<file path="src/rtl/score_tracker_multi.sv">
// Multi-player score tracker: per-player best or cumulative record kept in a
// synchronous-read memory, plus a live global high score and its holder.
module score_tracker_multi #(
  parameter int unsigned NUM_PLAYERS = 4,
  parameter int unsigned ID_W        = 2,
  parameter int unsigned SCORE_W     = 5,
  parameter int unsigned READ_LAT    = 2,
  parameter int unsigned MODE        = 0
) (
  input  logic               Clk,
  input  logic               Rst,
  input  logic               ScoreReq,
  input  logic [ID_W-1:0]    PlayerID,
  input  logic [SCORE_W-1:0] Score,
  input  logic               ClearReq,
  output logic               Busy,
  output logic               Done,
  output logic               PersonalWin,
  output logic               GlobalWinner,
  output logic               Error,
  output logic [SCORE_W-1:0] PlayerRecord,
  output logic [SCORE_W-1:0] HighScore,
  output logic [ID_W-1:0]    HighID
);

  localparam int unsigned MEM_DEPTH = 1 << ID_W;
  localparam int unsigned LAT_W     = 3;
  localparam int unsigned IDX_W     = ID_W + 1;
  localparam logic [SCORE_W-1:0] SCORE_MAX = '1;

  // ST_RST is the cycle(s) Rst is held; it lets all NUM_PLAYERS INIT writes
  // follow reset release with Busy visible for each of them.
  typedef enum logic [3:0] {
    ST_RST,
    ST_INIT,
    ST_IDLE,
    ST_CHK,
    ST_READ,
    ST_CMP,
    ST_WRITE,
    ST_GCMP,
    ST_DONE,
    ST_WAITREL
  } state_e;

  state_e state_q, state_d;

  logic [ID_W-1:0]    init_cnt_q, init_cnt_d;
  logic [LAT_W-1:0]   lat_cnt_q, lat_cnt_d;
  logic [ID_W-1:0]    id_q, id_d;
  logic [SCORE_W-1:0] score_q, score_d;
  logic [SCORE_W-1:0] old_q, old_d;
  logic [SCORE_W-1:0] new_q, new_d;

  logic               busy_q, busy_d;
  logic               done_q, done_d;
  logic               pwin_q, pwin_d;
  logic               gwin_q, gwin_d;
  logic               err_q, err_d;
  logic [SCORE_W-1:0] rec_q, rec_d;
  logic [SCORE_W-1:0] hs_q, hs_d;
  logic [ID_W-1:0]    hid_q, hid_d;

  logic               we_q, we_d;
  logic [ID_W-1:0]    waddr_q, waddr_d;
  logic [SCORE_W-1:0] wdata_q, wdata_d;

  logic [SCORE_W-1:0] mem [MEM_DEPTH];
  logic [SCORE_W-1:0] rd_pipe_q [READ_LAT];
  logic [SCORE_W-1:0] mem_rdata_c;
  logic [SCORE_W:0]   sum_c;
  logic [SCORE_W-1:0] cand_c;
  logic               id_bad_c;

  // Candidate record from the memory output and the latched score
  always_comb begin
    mem_rdata_c = rd_pipe_q[READ_LAT-1];
    sum_c       = {1'b0, mem_rdata_c} + {1'b0, score_q};
    if (MODE == 1) begin
      cand_c = sum_c[SCORE_W] ? SCORE_MAX : sum_c[SCORE_W-1:0];
    end else begin
      cand_c = score_q;
    end
    id_bad_c = {1'b0, id_q} >= IDX_W'(NUM_PLAYERS);
  end

  // Next-state and registered-output logic
  always_comb begin
    state_d    = state_q;
    init_cnt_d = init_cnt_q;
    lat_cnt_d  = lat_cnt_q;
    id_d       = id_q;
    score_d    = score_q;
    old_d      = old_q;
    new_d      = new_q;
    pwin_d     = pwin_q;
    gwin_d     = gwin_q;
    err_d      = err_q;
    rec_d      = rec_q;
    hs_d       = hs_q;
    hid_d      = hid_q;
    we_d       = 1'b0;
    waddr_d    = waddr_q;
    wdata_d    = wdata_q;

    case (state_q)
      ST_RST: begin
        state_d    = ST_INIT;
        init_cnt_d = '0;
      end
      ST_INIT: begin
        we_d       = 1'b1;
        waddr_d    = init_cnt_q;
        wdata_d    = '0;
        hs_d       = '0;
        hid_d      = '0;
        init_cnt_d = init_cnt_q + ID_W'(1);
        if (init_cnt_q == ID_W'(NUM_PLAYERS - 1)) begin
          state_d = ST_IDLE;
        end
      end
      ST_IDLE: begin
        if (ClearReq) begin
          state_d    = ST_INIT;
          init_cnt_d = '0;
        end else if (ScoreReq) begin
          id_d    = PlayerID;
          score_d = Score;
          pwin_d  = 1'b0;
          gwin_d  = 1'b0;
          err_d   = 1'b0;
          state_d = ST_CHK;
        end
      end
      ST_CHK: begin
        if (id_bad_c) begin
          err_d   = 1'b1;
          state_d = ST_DONE;
        end else begin
          lat_cnt_d = '0;
          state_d   = ST_READ;
        end
      end
      ST_READ: begin
        lat_cnt_d = lat_cnt_q + LAT_W'(1);
        if (lat_cnt_q == LAT_W'(READ_LAT - 1)) begin
          state_d = ST_CMP;
        end
      end
      ST_CMP: begin
        old_d = mem_rdata_c;
        new_d = cand_c;
        if (cand_c > mem_rdata_c) begin
          pwin_d  = 1'b1;
          we_d    = 1'b1;
          waddr_d = id_q;
          wdata_d = cand_c;
        end
        state_d = ST_WRITE;
      end
      ST_WRITE: begin
        rec_d   = (new_q > old_q) ? new_q : old_q;
        state_d = ST_GCMP;
      end
      ST_GCMP: begin
        // Strict compare: on a tie the earlier holder keeps the title
        if (new_q > hs_q) begin
          hs_d   = new_q;
          hid_d  = id_q;
          gwin_d = 1'b1;
        end
        state_d = ST_DONE;
      end
      ST_DONE: begin
        state_d = ST_WAITREL;
      end
      ST_WAITREL: begin
        if (!ScoreReq) begin
          state_d = ST_IDLE;
        end
      end
      default: begin
        state_d = ST_RST;
      end
    endcase

    busy_d = (state_d inside {ST_INIT, ST_CHK, ST_READ, ST_CMP,
                              ST_WRITE, ST_GCMP, ST_DONE});
    done_d = (state_d == ST_DONE);
  end

  // State and control registers
  always_ff @(posedge Clk) begin
    if (Rst) begin
      state_q    <= ST_RST;
      init_cnt_q <= '0;
      lat_cnt_q  <= '0;
      id_q       <= '0;
      score_q    <= '0;
      old_q      <= '0;
      new_q      <= '0;
      busy_q     <= 1'b0;
      done_q     <= 1'b0;
      pwin_q     <= 1'b0;
      gwin_q     <= 1'b0;
      err_q      <= 1'b0;
      rec_q      <= '0;
      hs_q       <= '0;
      hid_q      <= '0;
      we_q       <= 1'b0;
      waddr_q    <= '0;
      wdata_q    <= '0;
    end else begin
      state_q    <= state_d;
      init_cnt_q <= init_cnt_d;
      lat_cnt_q  <= lat_cnt_d;
      id_q       <= id_d;
      score_q    <= score_d;
      old_q      <= old_d;
      new_q      <= new_d;
      busy_q     <= busy_d;
      done_q     <= done_d;
      pwin_q     <= pwin_d;
      gwin_q     <= gwin_d;
      err_q      <= err_d;
      rec_q      <= rec_d;
      hs_q       <= hs_d;
      hid_q      <= hid_d;
      we_q       <= we_d;
      waddr_q    <= waddr_d;
      wdata_q    <= wdata_d;
    end
  end

  // Score memory write port; a write pending at a reset edge is dropped
  always_ff @(posedge Clk) begin
    if (we_q && !Rst) begin
      mem[waddr_q] <= wdata_q;
    end
  end

  // Read pipeline: the latched ID is the only read address
  always_ff @(posedge Clk) begin
    rd_pipe_q[0] <= mem[id_q];
    for (int unsigned i = 1; i < READ_LAT; i++) begin
      rd_pipe_q[i] <= rd_pipe_q[i-1];
    end
  end

  assign Busy         = busy_q;
  assign Done         = done_q;
  assign PersonalWin  = pwin_q;
  assign GlobalWinner = gwin_q;
  assign Error        = err_q;
  assign PlayerRecord = rec_q;
  assign HighScore    = hs_q;
  assign HighID       = hid_q;

endmodule

</file>
<file path="config.mk">
export PLATFORM = sky130hd
export DESIGN_NAME = score_tracker_multi
export DESIGN_NICKNAME = d
export VERILOG_FILES = /design/src/rtl/score_tracker_multi.sv
export SDC_FILE = /design/constraint.sdc
export NUM_CORES = 1
export LEC_CHECK = 0
export CAP_MARGIN = 20
export CORE_MARGIN = 4
export CORE_UTILIZATION = 55
export CTS_CLUSTER_SIZE = 8
export DETAILED_ROUTE_END_ITERATION = 7
export GPL_TIMING_DRIVEN = 0
export PLACE_DENSITY = 0.84
export SLEW_MARGIN = 20
export SYNTH_ARGS = -nofsm -noshare
export SYNTH_HDL_FRONTEND = slang
export SYNTH_SLANG_ARGS = --single-unit
</file>
<file path="constraint.sdc">
create_clock -name Clk -period 2.25 [get_ports Clk]
set_input_delay 0.45 -clock Clk [delete_from_list [all_inputs] [get_ports Clk]]
set_output_delay 0.45 -clock Clk [all_outputs]
set_load 0.005 [all_outputs]
</file>
==> summary.txt <==
Min path
  – Worst Hold Depth: 0
  – Hold WC Path Type: flop to flop

Setup path
  – CP Class: flop to flop
  – Worst Path Required: 2.45 ns
  – Critical path arrival: 2.12 ns
  – CP Launch Type: flop
  – Nature of the critical path endpoint: flop
  – Critical path peak fanout: 7
  – Worst R2R Path Depth: 7

Logic synthesis
  – Cells after synthesis: 340
  – Mapped Nets: 369
  – EDFF count, synth: 20
  – Top cells by area, synth: dfxtp_1, edfxtp_1, ha_1
  – FF+latch count, synth: 82
  – Synthesized area: 3550 um2
  – Netlist cell types: 56
  – Cell taking the most area after synthesis: dfxtp_1
  – Synth top area share: 35.0%
  – Ys flop type: dfxtp_1
  – Seq/Total Area, Yosys: 51.9%
  – Avg Cell Area, Syn: 10.4 um2
  – Synth async-reset ratio: 0%
  – Warnings from Yosys: 0

Placed design
  – Routability cong.: 0.851
  – Cell Area, Placed: 3890 um2
  – IO buf count: 25
  – Final HPWL DP: 5.35 mm

Power and ir drop
  – Power per cell area: 644 nW/um2
  – IR drop worst, VDD: 401 uV
  – P_leak: 1.58 nW

Global routing
  – All-Layer GR Usage: 20.3%
  – Initial antenna violation count: 0
  – Largest net degree at the start of global routing: 15
  – First-pass GRT wire length: 12.1 mm
  – Vias in the first global route: 2597
  – GRT overflow: 0

Timing
  – Peak Freq: 0.519 GHz
  – Sum Neg Setup Slack: 0 ns
  – RSZ-0062 raised after global routing: false
  – Setup-failing EPs final: 0
  – Final worst-path cycle share: 85.6%
  – Min Tclk post-route: 1.92 ns
  – Final Skew: 0.0113 ns
  – Slew Limit Fails: 0
  – Final Hold Viols: 0
  – Slew headroom: 40.0%
  – Least-Margin Pin Slew: 0.897 ns

Routing
  – Avg Vias per Cell: 5.69
  – Post-DRT Antenna Nets: 0
  – Final wirelength: 7.33 mm
  – Drt wl/cell: 16.0 um
  – DRC Markers: 0
  – Vias: 2606
  – Wl on met1: 3.21 mm
  – Wire length on met3: 299 um
  – DR pass1 iterations: 5
  – Initial DRC Count: 118
  – Wire length on met2: 3.67 mm
  – Top Metal Used: met4

CTS
  – Post-CTS setup buffer count: 0
  – Clock Tree Root: clkbuf_8
  – Clock buffer depth: 2
  – H-tree depth: 3
  – CTS tree: yes
  – Post-CTS resize count: 0
  – # hold bufs at CTS: 0
  – CTS Buf Count: 9
  – Clock sink count: 82
  – Clock slew at the register clock pins of the worst setup and hold paths: 0.08 ns
  – Worst skew pair latency: 0.34 ns

Floorplan
  – Die ar.: 7800 um2
  – Starting Density: 56.2%
  – Site Rows: 29
  – Chip width: 88.3 um
  – Top-Level Pins: 28
  – Die H: 88.3 um
  – Core footprint: 6310 um2

Finish
  – Share of layout cells above drive strength 1: 13.4%
  – Commonest non-fill, non-tap cells in the layout: dfxtp_1, nor2_1, nand2_1, clkdlybuf4s50_1, inv_1
  – Most common cell after layout, fill and taps aside: dfxtp_1
  – # fillers: 492
  – Final instance area: 4060 um2
  – Final Util: 64.2%
  – ANT cells: 0
  – Total Nets Final: 405
  – Layout area overhead: 14.3%

Status
  – Outcome: completed

Job
  – MaxCap Viol Count: 0
==> worst max-delay path, cell delays in order (launching register included) <==
cell	delay, ns
dfxtp_1	0.36
inv_1	0.05
ha_1	0.29
nand4_1	0.15
o221ai_1	0.26
o211ai_2	0.24
a221oi_1	0.35
a211oi_1	0.08
==> per-stage QoR <==
step	hold WS [ns]	setup WS, ns	power [mW]	cells
after global placement	0.314	0.267	1.74	442
after CTS	0.333	0.324	2.63	458
after global routing	0.344	0.181	2.73	458
final	0.330	0.325	2.61	458
after detailed placement	0.312	0.197	1.75	442
after floorplan	0.310	0.531	1.69	340
==> state kept, by name, summed over array words and instances, names as in the netlist, named ones only <==
signal        cells
GlobalWinner      1
we_q              1
Done              1
waddr_q           2
Busy              1
PlayerRecord      5
wdata_q           5
HighScore         5
init_cnt_q        2
new_q             5
mem              20
HighID            2
id_q              2
PersonalWin       1
lat_cnt_q         3
cand_c            5
rd_pipe_q        10
old_q             5
state_q           4
==> logic make-up (layout without fill, tap and decap cells) <==
logic type	after synthesis	count (layout)	synth area share, %
simple gates	120	120	16.6
compound gates	58	58	12.3
buf+inv	40	81	4.76
mux	19	19	7.41
xor+xnor	2	2	0.494
other cells	1	1	0.106
flops	82	82	51.9
fa+ha+maj	18	18	6.35
==> synthesized netlist by cell type (3+ instances only) <==
master / instances
nand2b_1: 5
o31ai_1: 3
a21oi_1: 21
nor3_1: 3
o221a_2: 4
nor2_2: 4
edfxtp_1: 20
ha_1: 18
nand3_1: 7
nor2_1: 40
mux2i_1: 12
mux4_2: 5
clkbuf_1: 7
or2_2: 3
nor3_2: 3
inv_1: 24
dfxtp_1: 62
nor2b_1: 3
o21ai_0: 5
nand2_1: 36
a211oi_1: 5
buf_2: 6
==> metal layers <==
layer / GRT usage [%] / vias up
met5: 0 / -
met4: 9.07 / 0
met3: 4.10 / 14
met2: 33.5 / 57
met1: 25.8 / 1263
li1: - / 1272
==> area by class of cell <==
class,instances,area [um2],area share [%]
plain buffers,16,78.8,1.94
clock buffers,10,128,3.15
clock inverters,6,33.8,0.833
inverters,24,90.1,2.22
multi-input cells,218,1540,37.9
flip-flops and latches,82,1840,45.4
well taps,77,96.3,2.38
repair buffers,25,250,6.17
==> path summary, 6_finish.rpt <==
kind / from / to / slack, ns
max: rd_pipe_q[0][7] / waddr_q[1] / 0.33
min reg2reg: rd_pipe_q[0][2] / rd_pipe_q[0][7] / 0.33
min: rd_pipe_q[0][2] / rd_pipe_q[0][7] / 0.33
max reg2reg: rd_pipe_q[0][7] / waddr_q[1] / 0.33
==> report_power, final <==
group          switching (mW)  internal [mW]  leakage (nW)
logic                  0.0967         0.0714         0.808
clock network           0.501          0.392        0.0777
registers              0.0218           1.53         0.691
total                   0.619           1.99          1.58
Note: power is estimated with default switching activity, not from simulation.
